### src/rtl/seg_scan_decoder_pkg.sv
// Shared constants and types for the scanned 7-segment display decoder.
// Segment codes are active-low {g,f,e,d,c,b,a}; anodes are active-low.
package seg_scan_decoder_pkg;

    localparam logic [6:0] SEG_0     = 7'h40;
    localparam logic [6:0] SEG_1     = 7'h79;
    localparam logic [6:0] SEG_2     = 7'h24;
    localparam logic [6:0] SEG_3     = 7'h30;
    localparam logic [6:0] SEG_4     = 7'h19;
    localparam logic [6:0] SEG_5     = 7'h12;
    localparam logic [6:0] SEG_6     = 7'h02;
    localparam logic [6:0] SEG_7     = 7'h78;
    localparam logic [6:0] SEG_8     = 7'h00;
    localparam logic [6:0] SEG_9     = 7'h10;
    localparam logic [6:0] SEG_BLANK = 7'h7F;

    localparam logic [3:0] AN_SLOT3 = 4'b0111;
    localparam logic [3:0] AN_SLOT2 = 4'b1011;
    localparam logic [3:0] AN_SLOT1 = 4'b1101;
    localparam logic [3:0] AN_SLOT0 = 4'b1110;
    localparam logic [3:0] AN_IDLE  = 4'b1111;

    typedef enum logic [1:0] {
        SYNC,
        EXP2,
        EXP1,
        EXP0
    } state_t;

endpackage

### src/rtl/seg_scan_decoder_seg_to_bcd.sv
// Maps one active-low segment pattern to {legal, blank, bcd}.
// Blank reports bcd 0; unknown patterns clear legal.
module seg_to_bcd
    import seg_scan_decoder_pkg::*;
(
    input  logic [6:0] seg,
    output logic       legal,
    output logic       blank,
    output logic [3:0] bcd
);

    always_comb begin
        legal = 1'b1;
        blank = 1'b0;
        bcd   = 4'd0;
        unique case (seg)
            SEG_0:     bcd = 4'd0;
            SEG_1:     bcd = 4'd1;
            SEG_2:     bcd = 4'd2;
            SEG_3:     bcd = 4'd3;
            SEG_4:     bcd = 4'd4;
            SEG_5:     bcd = 4'd5;
            SEG_6:     bcd = 4'd6;
            SEG_7:     bcd = 4'd7;
            SEG_8:     bcd = 4'd8;
            SEG_9:     bcd = 4'd9;
            SEG_BLANK: blank = 1'b1;
            default:   legal = 1'b0;
        endcase
    end

endmodule

### src/rtl/seg_scan_decoder.sv
// Recovers the four digits shown on a multiplexed 7-segment display by
// debouncing each anode dwell and assembling slot3..slot0 into frames.
module seg_scan_decoder
    import seg_scan_decoder_pkg::*;
#(
    parameter int STABLE_CYCLES = 4,
    parameter int BLINK_FRAMES  = 8
) (
    input  logic        clk,
    input  logic        rst,
    input  logic [6:0]  seg,
    input  logic [3:0]  an,
    output logic [15:0] digits,
    output logic [3:0]  blank,
    output logic [3:0]  blinking,
    output logic        frame_valid,
    output logic        err
);

    localparam int SW = $clog2(STABLE_CYCLES + 1);
    localparam int CW = $clog2(BLINK_FRAMES + 1);

    logic [3:0]    an_q;
    logic [6:0]    seg_q;
    logic [SW-1:0] stab_cnt;
    logic          armed;
    logic          accept;

    state_t state, state_nxt;

    logic          single, idle;
    logic [1:0]    slot, exp_slot;
    logic          legal, seg_blank;
    logic [3:0]    seg_bcd;
    logic          evt, bad, hit;
    logic          store, complete, set_err;

    logic [15:0]   sh_digits, frame_digits;
    logic [3:0]    sh_blank, frame_blank;
    logic [CW-1:0] blink_cnt [4];

    assign accept = armed && (stab_cnt == SW'(STABLE_CYCLES));

    // Any change restarts the dwell and re-arms the single accept.
    always_ff @(posedge clk) begin
        if (rst) begin
            an_q     <= AN_IDLE;
            seg_q    <= SEG_BLANK;
            stab_cnt <= '0;
            armed    <= 1'b1;
        end else if ({an, seg} != {an_q, seg_q}) begin
            an_q     <= an;
            seg_q    <= seg;
            stab_cnt <= SW'(1);
            armed    <= 1'b1;
        end else begin
            if (stab_cnt != SW'(STABLE_CYCLES))
                stab_cnt <= stab_cnt + 1'b1;
            if (accept)
                armed <= 1'b0;
        end
    end

    always_comb begin
        single = 1'b1;
        slot   = 2'd0;
        unique case (1'b1)
            (an_q == AN_SLOT3): slot = 2'd3;
            (an_q == AN_SLOT2): slot = 2'd2;
            (an_q == AN_SLOT1): slot = 2'd1;
            (an_q == AN_SLOT0): slot = 2'd0;
            default:            single = 1'b0;
        endcase
    end

    assign idle = (an_q == AN_IDLE);

    seg_to_bcd u_seg_to_bcd (
        .seg   (seg_q),
        .legal (legal),
        .blank (seg_blank),
        .bcd   (seg_bcd)
    );

    always_comb begin
        exp_slot = 2'd3;
        unique case (state)
            SYNC: exp_slot = 2'd3;
            EXP2: exp_slot = 2'd2;
            EXP1: exp_slot = 2'd1;
            EXP0: exp_slot = 2'd0;
        endcase
    end

    assign evt = accept && single && legal;
    assign bad = accept && !idle && !(single && legal);
    assign hit = evt && (slot == exp_slot);

    always_ff @(posedge clk) begin
        if (rst)
            state <= SYNC;
        else
            state <= state_nxt;
    end

    always_comb begin
        state_nxt = state;
        if (bad) begin
            state_nxt = SYNC;
        end else if (hit) begin
            unique case (state)
                SYNC: state_nxt = EXP2;
                EXP2: state_nxt = EXP1;
                EXP1: state_nxt = EXP0;
                EXP0: state_nxt = SYNC;
            endcase
        end else if (evt && state != SYNC) begin
            state_nxt = (slot == 2'd3) ? EXP2 : SYNC;
        end
    end

    always_comb begin
        store    = evt && (hit || slot == 2'd3);
        complete = hit && (state == EXP0);
        set_err  = bad || (evt && !hit && state != SYNC);
    end

    // Slot0 lands in the same cycle the frame completes.
    assign frame_digits = {sh_digits[15:4], seg_bcd};
    assign frame_blank  = {sh_blank[3:1], seg_blank};

    always_ff @(posedge clk) begin
        if (rst) begin
            sh_digits   <= '0;
            sh_blank    <= '0;
            digits      <= '0;
            blank       <= 4'hF;
            frame_valid <= 1'b0;
            err         <= 1'b0;
        end else begin
            frame_valid <= complete;
            if (set_err)
                err <= 1'b1;
            if (store) begin
                sh_digits[{slot, 2'b00} +: 4] <= seg_bcd;
                sh_blank[slot]                <= seg_blank;
            end
            if (complete) begin
                digits <= frame_digits;
                blank  <= frame_blank;
            end
        end
    end

    always_ff @(posedge clk) begin
        for (int n = 0; n < 4; n++) begin
            if (rst)
                blink_cnt[n] <= '0;
            else if (complete) begin
                if (frame_blank[n] != blank[n])
                    blink_cnt[n] <= CW'(BLINK_FRAMES);
                else if (blink_cnt[n] != '0)
                    blink_cnt[n] <= blink_cnt[n] - 1'b1;
            end
        end
    end

    always_comb begin
        for (int n = 0; n < 4; n++)
            blinking[n] = (blink_cnt[n] != '0);
    end

endmodule

### config.mk
export PLATFORM = sky130hd
export DESIGN_NAME = seg_scan_decoder
export DESIGN_NICKNAME = d
export VERILOG_FILES = /design/src/rtl/seg_scan_decoder_pkg.sv /design/src/rtl/seg_scan_decoder_seg_to_bcd.sv /design/src/rtl/seg_scan_decoder.sv
export SDC_FILE = /design/constraint.sdc
export NUM_CORES = 1
export LEC_CHECK = 0
export ABC_AREA = 1
export CAP_MARGIN = 10
export CORE_MARGIN = 4
export CORE_UTILIZATION = 46
export DETAILED_ROUTE_END_ITERATION = 12
export PLACE_DENSITY = 0.79
export SLEW_MARGIN = 25
export SYNTH_ARGS = -nofsm -noshare
export SYNTH_HDL_FRONTEND = slang
export SYNTH_SLANG_ARGS = --single-unit
### constraint.sdc
create_clock -name clk -period 2.3 [get_ports clk]
set_clock_uncertainty 0.05 [all_clocks]
set_input_delay 0.46 -clock clk [delete_from_list [all_inputs] [get_ports clk]]
set_output_delay 0.46 -clock clk [all_outputs]
set_load 0.01 [all_outputs]
; Yosys cells after proc, flatten, opt, wreduce, memory -nomap -nowiden
; Memories as Yosys holds them, arrays and structs flattened.
; Index checks and enable logic that the tools add are counted.
[classes]
muxes = 62
n_addsub = 6
n_lt_le_gt_ge = 2
n_eq_ne = 27
reduce_logical = 31
n_bitwise = 8
shift = 2
[ops]
columns = operator, count
row1 = 1-bit 2-to-1 mux, 45
row2 = 4-bit case mux with 9 select lines, 1
row3 = 4-bit 2-to-1 mux, 8
row4 = 7-bit == test (second input constant), 4
row5 = 7-bit by 5-bit == test with 1-bit output (second input constant), 3
row6 = 16-bit bitwise mux, 1
row7 = 4-bit == test (second input constant), 4
row8 = 2-bit case mux with 4 select lines, 2
row9 = 4-bit nonzero test, 4
row10 = 4-bit by 6-bit variable shift with 16-bit output (first input constant), 1
row11 = 4-bit by 6-bit indexed part select with 16-bit output, 1
row12 = 4-bit by 1-bit subtractor with 4-bit output (second input constant), 4
row13 = 7-bit by 6-bit == test with 1-bit output (second input constant), 2
row14 = 1-bit logical AND, 13
row15 = 11-bit != test, 1
row16 = 11-bit OR reduction, 1
row17 = 1-bit bitwise OR, 8
row18 = 7-bit by 2-bit == test with 1-bit output (second input constant), 1
row19 = 7-bit logical NOT, 1
row20 = 2-bit == test (second input constant), 3
row21 = 4-bit negator with 6-bit output, 1
row22 = 2-bit case mux with 3 select lines, 1
row23 = 2-bit nonzero test, 3
row24 = 4-bit bitwise mux, 1
row25 = other kinds (16), 24
[word_totals]
ff_bits = 59
ram_bits = 16
memories = 1
input_bits = 13
output_inout_bits = 26
[mem_list]
columns = memory, depth, word_bits, rd, rd_ports_with_merged_regs, wr, line
row1 = blink_cnt, 4, 4, 4, 0, 4, seg_scan_decoder.sv:40  ; logic [CW-1:0] blink_cnt [4];

; Logic depth before layout (Yosys ltp)
; Gate-level depths: netlist of run 1.
[depth]
ltp_word = 12
ltp_mapped = 13

; Hierarchy
; Synthesis of run 1 repeated with hierarchy kept, for this count alone.
[unflattened]
hier_cells = 499
area_unflattened_um2 = 3736.1
[by_module_without_submodules]
columns = module, n_inst, cells_per_inst, seq_area_each_um2, area_per_inst_um2
row1 = seg_scan_decoder, 1, 448, 1561.5, 3503.4
row2 = seg_to_bcd, 1, 51, 0.0, 232.7

; Least setup slack after synthesis of run 1
; OpenSTA, ideal clock, no wires.
[synth_path]
kind = reg-to-reg
start = reg state[0]
end = mem blink_cnt[2][0] (netlist bit), enable pin
path_slack_ns = 0.288
arrival_time_ns = 1.654
period_less_slack_ns = 2.012
n_path_buf = 1
path_stages_with_launch = 11
path_cell_list = dfxtp_1 > inv_1 > ha_1 > o22ai_1 > nand2_1 > nor2_4 > nand3_4 > nor2_8 > buf_6 > o211ai_2 > nand2_1
[synth_lines]
columns = item, line
row1 = start: declaration, seg_scan_decoder.sv:29  ; state_t state, state_nxt;
row2 = start signal: assignment, seg_scan_decoder.sv:103  ; state <= state_nxt;
row3 = end: declaration, seg_scan_decoder.sv:40

==> results.py, run 1 <==
metrics = {
    "timing": {
        "layout_setup_ws_ns": 0.0813,
        "maxSlewViolCount": 0,
        "finalSetupViolCount": 0,
        "worstMarginPinSlew_ns": 0.508,
        "finalHoldViolations": 0,
        "slew-limit-headroom_pct": 66.1,
        "layout_min_cycle_time_ns": 2.22,
        "rsz0062_at_grt": "yes",
        "max_freq_mhz": 451,
        "hold_ws_ns": 0.405,
        "fin_crit_sh_pct": 96.5,
    },
    "power": {
        "power_mw": 2.52,
        "p_per_area_nw_per_um2": 566,
        "peakVddDrop_mv": 0.287,
        "p_leak_nw": 2.05,
    },
    "clock_tree": {
        "cts_buffers": 9,
        "cts.sinks": 70,
        "cts-root-buf": "clkbuf_8",
        "htree_levels": 3,
        "cts_hold_buf": 0,
        "insertion_delay_ns": 0.34,
        "clk_pin_slew_ns": 0.08,
        "cts_max_path_buffers": 2,
        "cts_tree": "yes",
    },
    "logic_synthesis": {
        "synthCells": 491,
        "synth_edf_count": 16,
        "syn_avg_cell_area_sq_um": 7.65,
        "ys.warnings.count": 0,
        "ys_seq_area_share_pct": 41.6,
        "synthArstFlopShare_pct": 0,
        "ys.flop_type": "dfxtp_1",
        "ys_ff_latch": 70,
        "netlist_area_sq_um": 3750,
        "syn_nets": 522,
        "yosysUniqueCellTypes": 39,
    },
    "critical_path": {
        "crit_fanout": 12,
        "cp.arrival_ns": 2.20,
        "start_kind": "flip-flop",
        "cp.required_ns": 2.28,
        "crit_type": "flip-flop to flip-flop",
        "worstSetupEndpointType": "flip-flop",
    },
    "route": {
        "avgRoutedWirePerCell_um": 11.9,
        "drt-initial-drc-count": 158,
        "via_per_inst": 4.97,
        "num_vias": 3191,
        "drcViolationCount": 0,
        "drt_wl_total_um": 7640,
        "dr.pass1.iters": 4,
        "postRouteAntennaNets": 0,
    },
    "placed_design": {
        "dpl_cell_area_sq_um": 4220,
        "place_ws_ns": 0.0975,
        "hpwl_um": 5780,
        "dp.cells": 623,
        "gp_congestion": 0.863,
        "port-buffer-count": 38,
    },
    "global_routing": {
        "grt_pass1_vias": 3168,
        "antenna_found_initial": 0,
        "grt_pass1_wl_um": 13300,
        "grt-ovfl-total": 0,
        "grt_max_degree": 24,
        "grtUsageTotal_pct": 16.7,
    },
    "job": {
        "maxCapViolCount": 0,
    },
    "die": {
        "die_y_um": 98.3,
        "die_w_um": 98.3,
        "fp-row-count": 32,
        "design.portCount": 39,
        "initial_utilization_pct": 47.8,
        "dieArea_sq_um": 9670,
        "fp.coreArea_sq_um": 7850,
    },
    "finish": {
        "ff_latch_area_sq_um": 1560,
        "fin_area_sq_um": 4450,
        "diodes": 0,
        "layout_commonest_cell": "nand2_1",
        "nets": 566,
        "layout-drive-gt1-share_pct": 11.7,
        "multi_input_area_sq_um": 1880,
        "final_cell_mix": "nand2_1 (92), nor2_1 (84), dfxtp_1 (54)",
        "final_cells": 642,
        "synthToLayoutAreaGrowth_pct": 18.5,
        "nFillCells": 726,
    },
    "worst_hold_path": {
        "hp-class": "flip-flop to flip-flop",
    },
    "outcome": {
        "status": "finished, final reports clean",
    },
}
flip-flops by register name, summed over array words and instances, names as in the netlist:
register,cells
sh_digits,12
seg_q,7
blink_cnt,16
armed,1
err,1
frame_valid,1
stab_cnt,3
digits,16
blank,4
state,2
an_q,4
sh_blank,3
critical path: stages, from the launching register on:
cell and delay (ns):
dfxtp_1 0.36, inv_1 0.10, ha_1 0.25, o22ai_1 0.19, nand2_1 0.11, nor2_4 0.15
nand3_4 0.16, nor2_8 0.24, o21ai_0 0.13, nand2_1 0.17
report_power, final:
part	switching [mW]	internal [mW]	total, mW
logic	0.140	0.0874	0.227
registers	0.0242	1.28	1.30
clock network	0.449	0.537	0.986
total	0.614	1.90	2.52
repair_timing:
| action | CTS | global route |
|---|---|---|
| resized for setup | 3 | 2 |
| endpoints found under the setup margin | 2 | 25 |
| setup buffers | 0 | 3 |
| pin swaps | 0 | 1 |
| endpoints found under the hold margin | 0 | 0 |
cell usage after synthesis, types with 3 or more instances:
master / number / area (sq um)
a21oi_1: 20 / 100
nand2_2: 4 / 25.0
nor2_2: 9 / 56.3
nor3_1: 6 / 30.0
xnor2_1: 12 / 105
clkbuf_1: 7 / 26.3
dfxtp_1: 54 / 1080
a31oi_1: 3 / 18.8
o21ai_1: 4 / 20.0
edfxtp_1: 16 / 480
nand3_1: 37 / 185
nand4_1: 7 / 43.8
o21ai_0: 21 / 105
inv_1: 52 / 195
or2_2: 7 / 43.8
inv_2: 5 / 18.8
buf_6: 5 / 56.3
nand2_1: 92 / 345
ha_1: 18 / 225
xor2_1: 6 / 52.6
nor2_1: 85 / 319
final timing paths:
path / cells after the start / end / from / slack [ns]
setup / recovery: 9 / blink_cnt[0][3] / state[0] / 0.08
hold / removal: 1 / armed / armed / 0.40
setup reg to reg: 9 / blink_cnt[0][3] / state[0] / 0.08
hold reg to reg: 1 / armed / armed / 0.40
logic make-up (layout without fill, tap and decap cells):
| group | count (synthesis) | after routing | synth area share, % |
|---|---|---|---|
| flops | 70 | 70 | 41.6 |
| fa+ha+maj | 18 | 18 | 6.00 |
| xor+xnor | 18 | 18 | 4.20 |
| simple gates | 257 | 257 | 31.5 |
| compound gates | 55 | 55 | 8.26 |
| buf+inv | 73 | 122 | 8.50 |
metrics by stage:
| step | TNS, ns | utilization (%) |
|---|---|---|
| 5_1_grt | -0.821 | 56.7 |
| 6_report | 0 | 56.7 |
| 3_5_place_dp | 0 | 53.7 |
| 3_3_place_gp | 0 | 53.7 |
| 2_1_floorplan | 0 | - |
| 4_1_cts | 0 | 56.3 |
routing by layer:
layer	vias to the layer above	part of all wire, %	global-route usage, %
li1	1660	-	-
met1	1445	45	19.4
met2	73	48	28.2
met3	13	5.4	4.93
met4	0	2.0	7.67
met5	-	0	0
cell type report:
cell class	count	area share (%)
clock inverter	4	1.27
tap	102	2.87
multi-input combinational	348	42.3
timing repair buffer	48	10.2
inverter	58	4.95
clock buffer	12	3.26
sequential	70	35.1
Note: power is estimated with default switching activity, not from simulation.
==> run 2: changes to the inputs <==
--- a/config.mk
+++ b/config.mk
@@ -9,6 +9,7 @@
 export CAP_MARGIN = 10
 export CORE_MARGIN = 4
 export CORE_UTILIZATION = 46
+export CTS_CLUSTER_DIAMETER = 100
 export DETAILED_ROUTE_END_ITERATION = 12
 export PLACE_DENSITY = 0.79
 export SLEW_MARGIN = 25
==> results of run 2 <==
Final layout, timing and power as in run 1 (identical DEF).
==> edit 1, RTL diff (config.mk and constraints of run 2) <==
The parameter `STABLE_CYCLES` goes from 4 to 8.
--- a/src/rtl/seg_scan_decoder.sv
+++ b/src/rtl/seg_scan_decoder.sv
@@ -5,3 +5,3 @@
 #(
-    parameter int STABLE_CYCLES = 4,
+    parameter int STABLE_CYCLES = 8,
     parameter int BLINK_FRAMES  = 8
Behaviour: not the same (Yosys sat finds a counterexample within 10 cycles, from zero or initial values and one cycle with rst high).
==> edit 1 against run 2 <==
- register-to-register slack improved by 0.02 ns
- wire length down 0.22%
- global-route usage is 0.27 points lower
- sequential cell count grew 1
- worst hold slack improved by 0.0081 ns
- setup slack better by 0.012 ns
- cell count increased by 0.31%
- synthesized area fell by 2.6%
- power is 1.7% lower
- non-clock buffer count increased by 10
- critical endpoint is now blinking[3]
- design area rose by 0.67%
- die area fell by 2.4%
- largest cell class unchanged
==> edit 1: results (changes against run 2) <==
The instance count after placement with tap cells included was 621 (-0.32%). The tools report the post-synth net total as 515 (-1.3%). The run gives 1 (+1) as the buffers inserted during post-CTS setup optimization. The signal arrival time at the worst endpoint is 1.70 ns (-0.50 ns).

The startpoint identified for the worst hold timing path is digits[11]. The post-DP HPWL was 5640 um (-2.4%); the peak fanout along the critical path was 3 (-9). After synthesis, the most frequently instantiated cells are sky130_fd_sc_hd__nand2_1, sky130_fd_sc_hd__nor2_1, sky130_fd_sc_hd__dfxtp_1, sky130_fd_sc_hd__inv_1, sky130_fd_sc_hd__a21oi_1. The run gives 0.0745 ns (-0.0231 ns) as the worst setup slack after placement. The worst register-to-register path ends at blink_cnt[1][3]. In the final layout, the registers with the most flip-flops are blink_cnt x16, digits x16, sh_digits x12. The tools report the initial DRC count as 109 (-31%). The flow ran to the end, and the final reports show no timing, DRC or antenna violations. The leakage power was 1.89 nW (-7.7%). For the number of unique standard cell types used by synthesis, the log shows 32 (-18%). The per-cell via count in the routed design came out at 4.92 (-0.97%). The largest buffer count on any clock path was 2 (unchanged); the number of global-route vias before repair was 3040 (-4.0%).

The run gives 0 (unchanged) as the number of antenna violations at the first check in global routing. The measured slew at the worst slew-check pin is 0.678 ns (+0.170 ns), and the final-layout fill cell count is 703 (-3.2%). The largest net degree at the start of global routing is 29 (+21%), and the proportion of layout cells with a drive suffix above 1 is 12.0% (+0.33 points).

Worst-case hold path end point: digits[11]. The routability-driven placement congestion ratio was 0.826 (-4.2%); the fraction of the yosys area taken by sequential cells was 43.2% (+1.6 points). The first-pass GRT wire length came out at 12900 um (-3.2%). In the post-synthesis netlist, the biggest area contributors are sky130_fd_sc_hd__dfxtp_1, sky130_fd_sc_hd__edfxtp_1, sky130_fd_sc_hd__nand2_1, sky130_fd_sc_hd__ha_1, sky130_fd_sc_hd__nor2_1.

The maximum resistive drop on vdd was 0.290 mV (+0.90%); the total detailed-routing wirelength was 7620 um (-0.22%). The number of enable-type register cells in the synthesized netlist is 16 (unchanged), and the final routed wire length divided by cell count is 11.8 um (-0.53%). Total routing resource utilization after global routing: 16.4% (-0.27 points).

The logs give 0.10 ns (+0.02 ns) for the minimum setup slack among reg-to-reg paths and 570 (+0.71%) for the final layout net count. The post-cts resize count is 1 (-2), and the areal power density over the cells is 552 nW/um^2 (-2.4%). The count of cells along the worst hold path was 2 (+1). The share of total power consumed by net switching works out to 24.2% (-0.18 points).

The worst reg-to-reg path cell count is 10 (+1), and the clock distribution power is 0.000931 W (-5.6%). The mean area per synthesized cell was 7.59 um^2 (-0.75%). The tools report the cell at the root of the clock tree as sky130_fd_sc_hd__clkbuf_8.
edit 1: cell types whose count changed after synthesis, moves of 3 or more:
cell and change:
sky130_fd_sc_hd__o21ai_0 -11, sky130_fd_sc_hd__nand2_1 +22, sky130_fd_sc_hd__nor2_2 -8, sky130_fd_sc_hd__nor2_1 -23
sky130_fd_sc_hd__a21oi_1 +21, sky130_fd_sc_hd__buf_6 -3, sky130_fd_sc_hd__o21ai_1 -4, sky130_fd_sc_hd__inv_2 -5
edit 1: metrics by stage:
stage | cell area, um^2 | total power, W | hold slack [ns] | TNS (ns)
4_1_cts | 4390 | 0.00248 | 0.414 | 0
2_1_floorplan | 3660 | 0.00149 | 0.389 | 0
5_1_grt | 4480 | 0.00257 | 0.430 | -0.439
3_3_place_gp | 4190 | 0.00155 | 0.405 | 0
6_report | 4480 | 0.00247 | 0.413 | 0
3_5_place_dp | 4190 | 0.00156 | 0.404 | 0
edit 1: worst max-delay path by stage:
| stage | startpoint | slack, ns | endpoint |
|---|---|---|---|
| floorplan | state[0] | 0.03 | blink_cnt[1][0] |
| global placement | seg[3] | 0.19 | stab_cnt[0] |
| detailed placement | state[0] | 0.07 | sh_digits[13] |
| CTS | blink_cnt[2][0] | 0.02 | blinking[2] |
| global route | state[0] | -0.05 | blink_cnt[2][3] |
| finish | blink_cnt[3][0] | 0.09 | blinking[3] |
edit 1: area by class of cell:
class / instances / area, um^2 / area share [%]
Tap cell: 102 / 128 / 2.85
Inverter: 55 / 209 / 4.67
Multi-Input combinational cell: 342 / 1830 / 40.9
Timing Repair Buffer: 58 / 536 / 12.0
Clock buffer: 14 / 174 / 3.88
Sequential cell: 71 / 1590 / 35.4
Clock inverter: 2 / 12.5 / 0.279
edit 1: layer usage:
layer	vias up	global-route usage [%]	wire, um	share of wire [%]
li1	1656	-	-	-
met1	1436	18.7	3350	44
met2	69	29.2	3800	50
met3	9	3.37	378	5.0
met4	0	7.67	94	1.2
met5	-	0	0	0
edit 1: logic make-up (layout without fill, tap and decap cells):
| group | count (synthesis) | count (layout) | synth area share, % |
|---|---|---|---|
| AOI/OAI and AO/OA | 57 | 57 | 8.17 |
| adders and majority gates | 20 | 20 | 6.84 |
| xor gates and xnor gates | 17 | 17 | 4.07 |
| DFF | 71 | 71 | 43.2 |
| and+or+nand+nor | 248 | 248 | 29.9 |
| buffers and inverters | 69 | 129 | 7.76 |
edit 1: worst max-delay path, stage by stage, from the launching register on:
cell                              delay [ns]
sky130_fd_sc_hd__edfxtp_1               0.38
sky130_fd_sc_hd__inv_1                  0.09
sky130_fd_sc_hd__ha_1                   0.20
sky130_fd_sc_hd__nand3_1                0.13
sky130_fd_sc_hd__clkdlybuf4s50_1        0.55
==> edit 2, RTL diff (settings of run 2) <==
Made on the original files. Reset style: asynchronous (`rst`), changed in 3 clocked blocks.
--- a/src/rtl/seg_scan_decoder.sv
+++ b/src/rtl/seg_scan_decoder.sv
@@ -44,3 +44,3 @@
     // Any change restarts the dwell and re-arms the single accept.
-    always_ff @(posedge clk) begin
+    always_ff @(posedge clk or posedge rst) begin
         if (rst) begin
@@ -98,3 +98,3 @@
 
-    always_ff @(posedge clk) begin
+    always_ff @(posedge clk or posedge rst) begin
         if (rst)
@@ -131,3 +131,3 @@
 
-    always_ff @(posedge clk) begin
+    always_ff @(posedge clk or posedge rst) begin
         if (rst) begin
Check against the original RTL: differs if rst is asserted again (counterexample within 10 cycles, from zero or initial values and one cycle with rst high); with rst held inactive, the same outputs for 10 cycles.
==> edit 2 against run 2 <==
- critical path depth fell by 5
- sequential cell count did not move
- setup slack improved by 0.016 ns
- wire length fell by 6.1%
- power fell by 0.50%
- design area rose by 0.28%
- sequential share of layout area rose by 6.4 points
- synthesized area fell by 1.1%
- largest cell class is now sequential cells
- highest routed layer unchanged
==> edit 2: results (changes against run 2) <==
The worst reg-to-reg path cell count came out at 9 (unchanged). The logs give 0.330 mV (+15%) for the maximum resistive drop on vdd and 2891 (-8.7%) for the number of global-route vias before repair. Peak fanout along the critical path: 3 (-9).

By count the netlist is led by sky130_fd_sc_hd__nand2_1, sky130_fd_sc_hd__nor2_1, sky130_fd_sc_hd__inv_1, sky130_fd_sc_hd__dfrtp_1, sky130_fd_sc_hd__nand3_1. For the post-DP HPWL, the log shows 5330 um (-7.7%). The routed length on met3 is 385 um (-6.6%), and the routed length on met1 is 3170 um (-7.3%). The worst hold slack across all endpoints came out at 0.425 ns (+0.0206 ns). The tree is rooted in a sky130_fd_sc_hd__clkbuf_8. The logs give 4.50% (-0.43 points) for the met3 layer usage reported by global route and 19.9% (+0.56 points) for the routing usage on met1. The per-cell via count in the routed design was 4.95 (-0.47%). The run gives 566 (-9.1%) as the instance count after placement with tap cells included. The proportion of layout cells with a drive suffix above 1 is 15.6% (+3.9 points). Cell area after placement: 4240 um^2 (+0.50%).

Top routing layer in use: met4. The CTS buffer count was 9 (unchanged); the post-synth net total was 461 (-12%). In this run the critical register-to-register path is launched from seg_q[5]. The total internal power is 0.00190 W (about the same). The signal arrival time at the worst endpoint was 1.69 ns (-0.51 ns); the mean area per synthesized cell was 8.64 um^2 (+13%). The run gives 7170 um (-6.1%) as the total detailed-routing wirelength. The startpoint of the lowest-slack hold path is sh_digits[9]. Sorting the synthesized cells by area gives the leading types as sky130_fd_sc_hd__dfrtp_1, sky130_fd_sc_hd__edfxtp_1, sky130_fd_sc_hd__nand2_1, sky130_fd_sc_hd__dfstp_2, sky130_fd_sc_hd__ha_1. The cell with the largest stage delay on the worst path is sky130_fd_sc_hd__clkdlybuf4s50_1. The count of port buffers added during placement came out at 38 (unchanged).

For the fraction of the yosys area taken by sequential cells, the log shows 49.9% (+8.3 points). For hold timing, the worst endpoint is digits[9]. The flow ran to the end, and the final reports show no timing, DRC or antenna violations. The run gives 12700 um (-4.7%) as the first-pass GRT wire length. The run gives 2.08 nW (+1.8%) as the leakage power. The total routing resource utilization after global routing was 16.0% (-0.67 points). The minimum setup slack among reg-to-reg paths was 0.14 ns (+0.06 ns). The logs give 54 (+130%) for the largest net degree at the start of global routing and 507 (-10%) for the final layout net count.

The routed length on met2 was 3480 um (-4.7%); the areal power density over the cells was 562 nW/um^2 (-0.78%). The remaining max-slew budget at the tightest pin was 57.2% (-8.8 points). The tightest min-delay check is of the reg2reg type.

The async set-reset flop share out of synthesis was 77.1% (+77 points). The run gives 35 (-10%) as the number of unique standard cell types used by synthesis. The count of cells along the worst hold path works out to 2 (+1).

The worst register-to-register path ends at blink_cnt[0][3]. The final-layout fill cell count is 682 (-6.1%). The final routed wire length divided by cell count works out to 12.3 um (+3.4%). The routability-driven placement congestion ratio was 0.886 (+2.7%); the number of antenna violations at the first check in global routing was 0 (unchanged).

Biggest cell delay along the critical path: 0.55 ns (+0.19 ns). The tools report the initial DRC count as 117 (-26%). The met2 layer usage reported by global route was 26.7% (-1.5 points).
edit 2: cell count changes after synthesis, moves of 12 or more:
cell                      delta
sky130_fd_sc_hd__nand2_1    +29
sky130_fd_sc_hd__inv_1      -13
sky130_fd_sc_hd__nor2_1     -44
sky130_fd_sc_hd__o21ai_0    -12
sky130_fd_sc_hd__o21ai_1    +14
sky130_fd_sc_hd__a21oi_1    -16
sky130_fd_sc_hd__dfrtp_1    +38
sky130_fd_sc_hd__dfstp_2    +16
sky130_fd_sc_hd__dfxtp_1    -54
edit 2: timing repair:
| item | 4_1_cts | 5_1_grt |
|---|---|---|
| endpoints found under the hold margin | 0 | 0 |
| gates cloned | 0 | 0 |
| pin swaps | 0 | 2 |
| gates resized for setup | 1 | 4 |
| buffers inserted | 0 | 1 |
| endpoints found under the setup margin | 1 | 12 |
edit 2: area by class of cell:
cell class | count | share of cell area (%)
flip-flops and latches | 70 | 41.5
multi-input cells | 302 | 36.9
repair buffers | 50 | 10.5
inverters | 43 | 3.76
clock buffers | 11 | 3.17
well taps | 102 | 2.86
clock inverters | 5 | 1.32
edit 2: stage by stage:
| step | total power [W] | setup slack [ns] |
|---|---|---|
| floorplan | 0.00147 | 0.180 |
| global placement | 0.00152 | 0.150 |
| detailed placement | 0.00153 | 0.137 |
| CTS | 0.00252 | 0.0809 |
| global route | 0.00262 | 0.00283 |
| finish | 0.00250 | 0.0974 |
edit 2: worst max-delay path: cells and delay by family (launching register included):
family	cells	cell delay [ns]
flops	1	0.37
buf+inv	2	0.63
simple gates	1	0.13
fa+ha+maj	1	0.21
edit 2: power by group through the flow:
stage	Combinational [W]	Clock (W)	Sequential (W)
4_1_cts	0.000181	0.00101	0.00132
2_1_floorplan	0.000125	0	0.00134
3_5_place_dp	0.000180	0	0.00135
6_report	0.000182	0.000999	0.00132
3_3_place_gp	0.000174	0	0.00134
5_1_grt	0.000209	0.00108	0.00133
edit 2: kinds of logic (layout without fill, tap and decap cells):
kind of cell | count (synthesis) | after routing | synth area share (%)
and+or+nand+nor | 228 | 228 | 27.7
DFF | 70 | 70 | 49.9
buffers and inverters | 58 | 109 | 6.23
AOI/OAI and AO/OA | 37 | 37 | 5.63
xor gates and xnor gates | 19 | 19 | 4.48
adders and majority gates | 18 | 18 | 6.06
edit 2: worst max path at each step:
stage,cells past startpoint,startpoint,slack (ns),to
3_3_place_gp,9,an_q[3],0.15,sh_digits[8]
4_1_cts,4,blink_cnt[3][0],0.08,blinking[3]
5_1_grt,10,state[1],0.003,blink_cnt[0][3]
6_report,4,blink_cnt[1][0],0.1,blinking[1]
2_1_floorplan,7,stab_cnt[0],0.18,blink_cnt[0][0]
3_5_place_dp,11,state[0],0.14,blink_cnt[2][2]
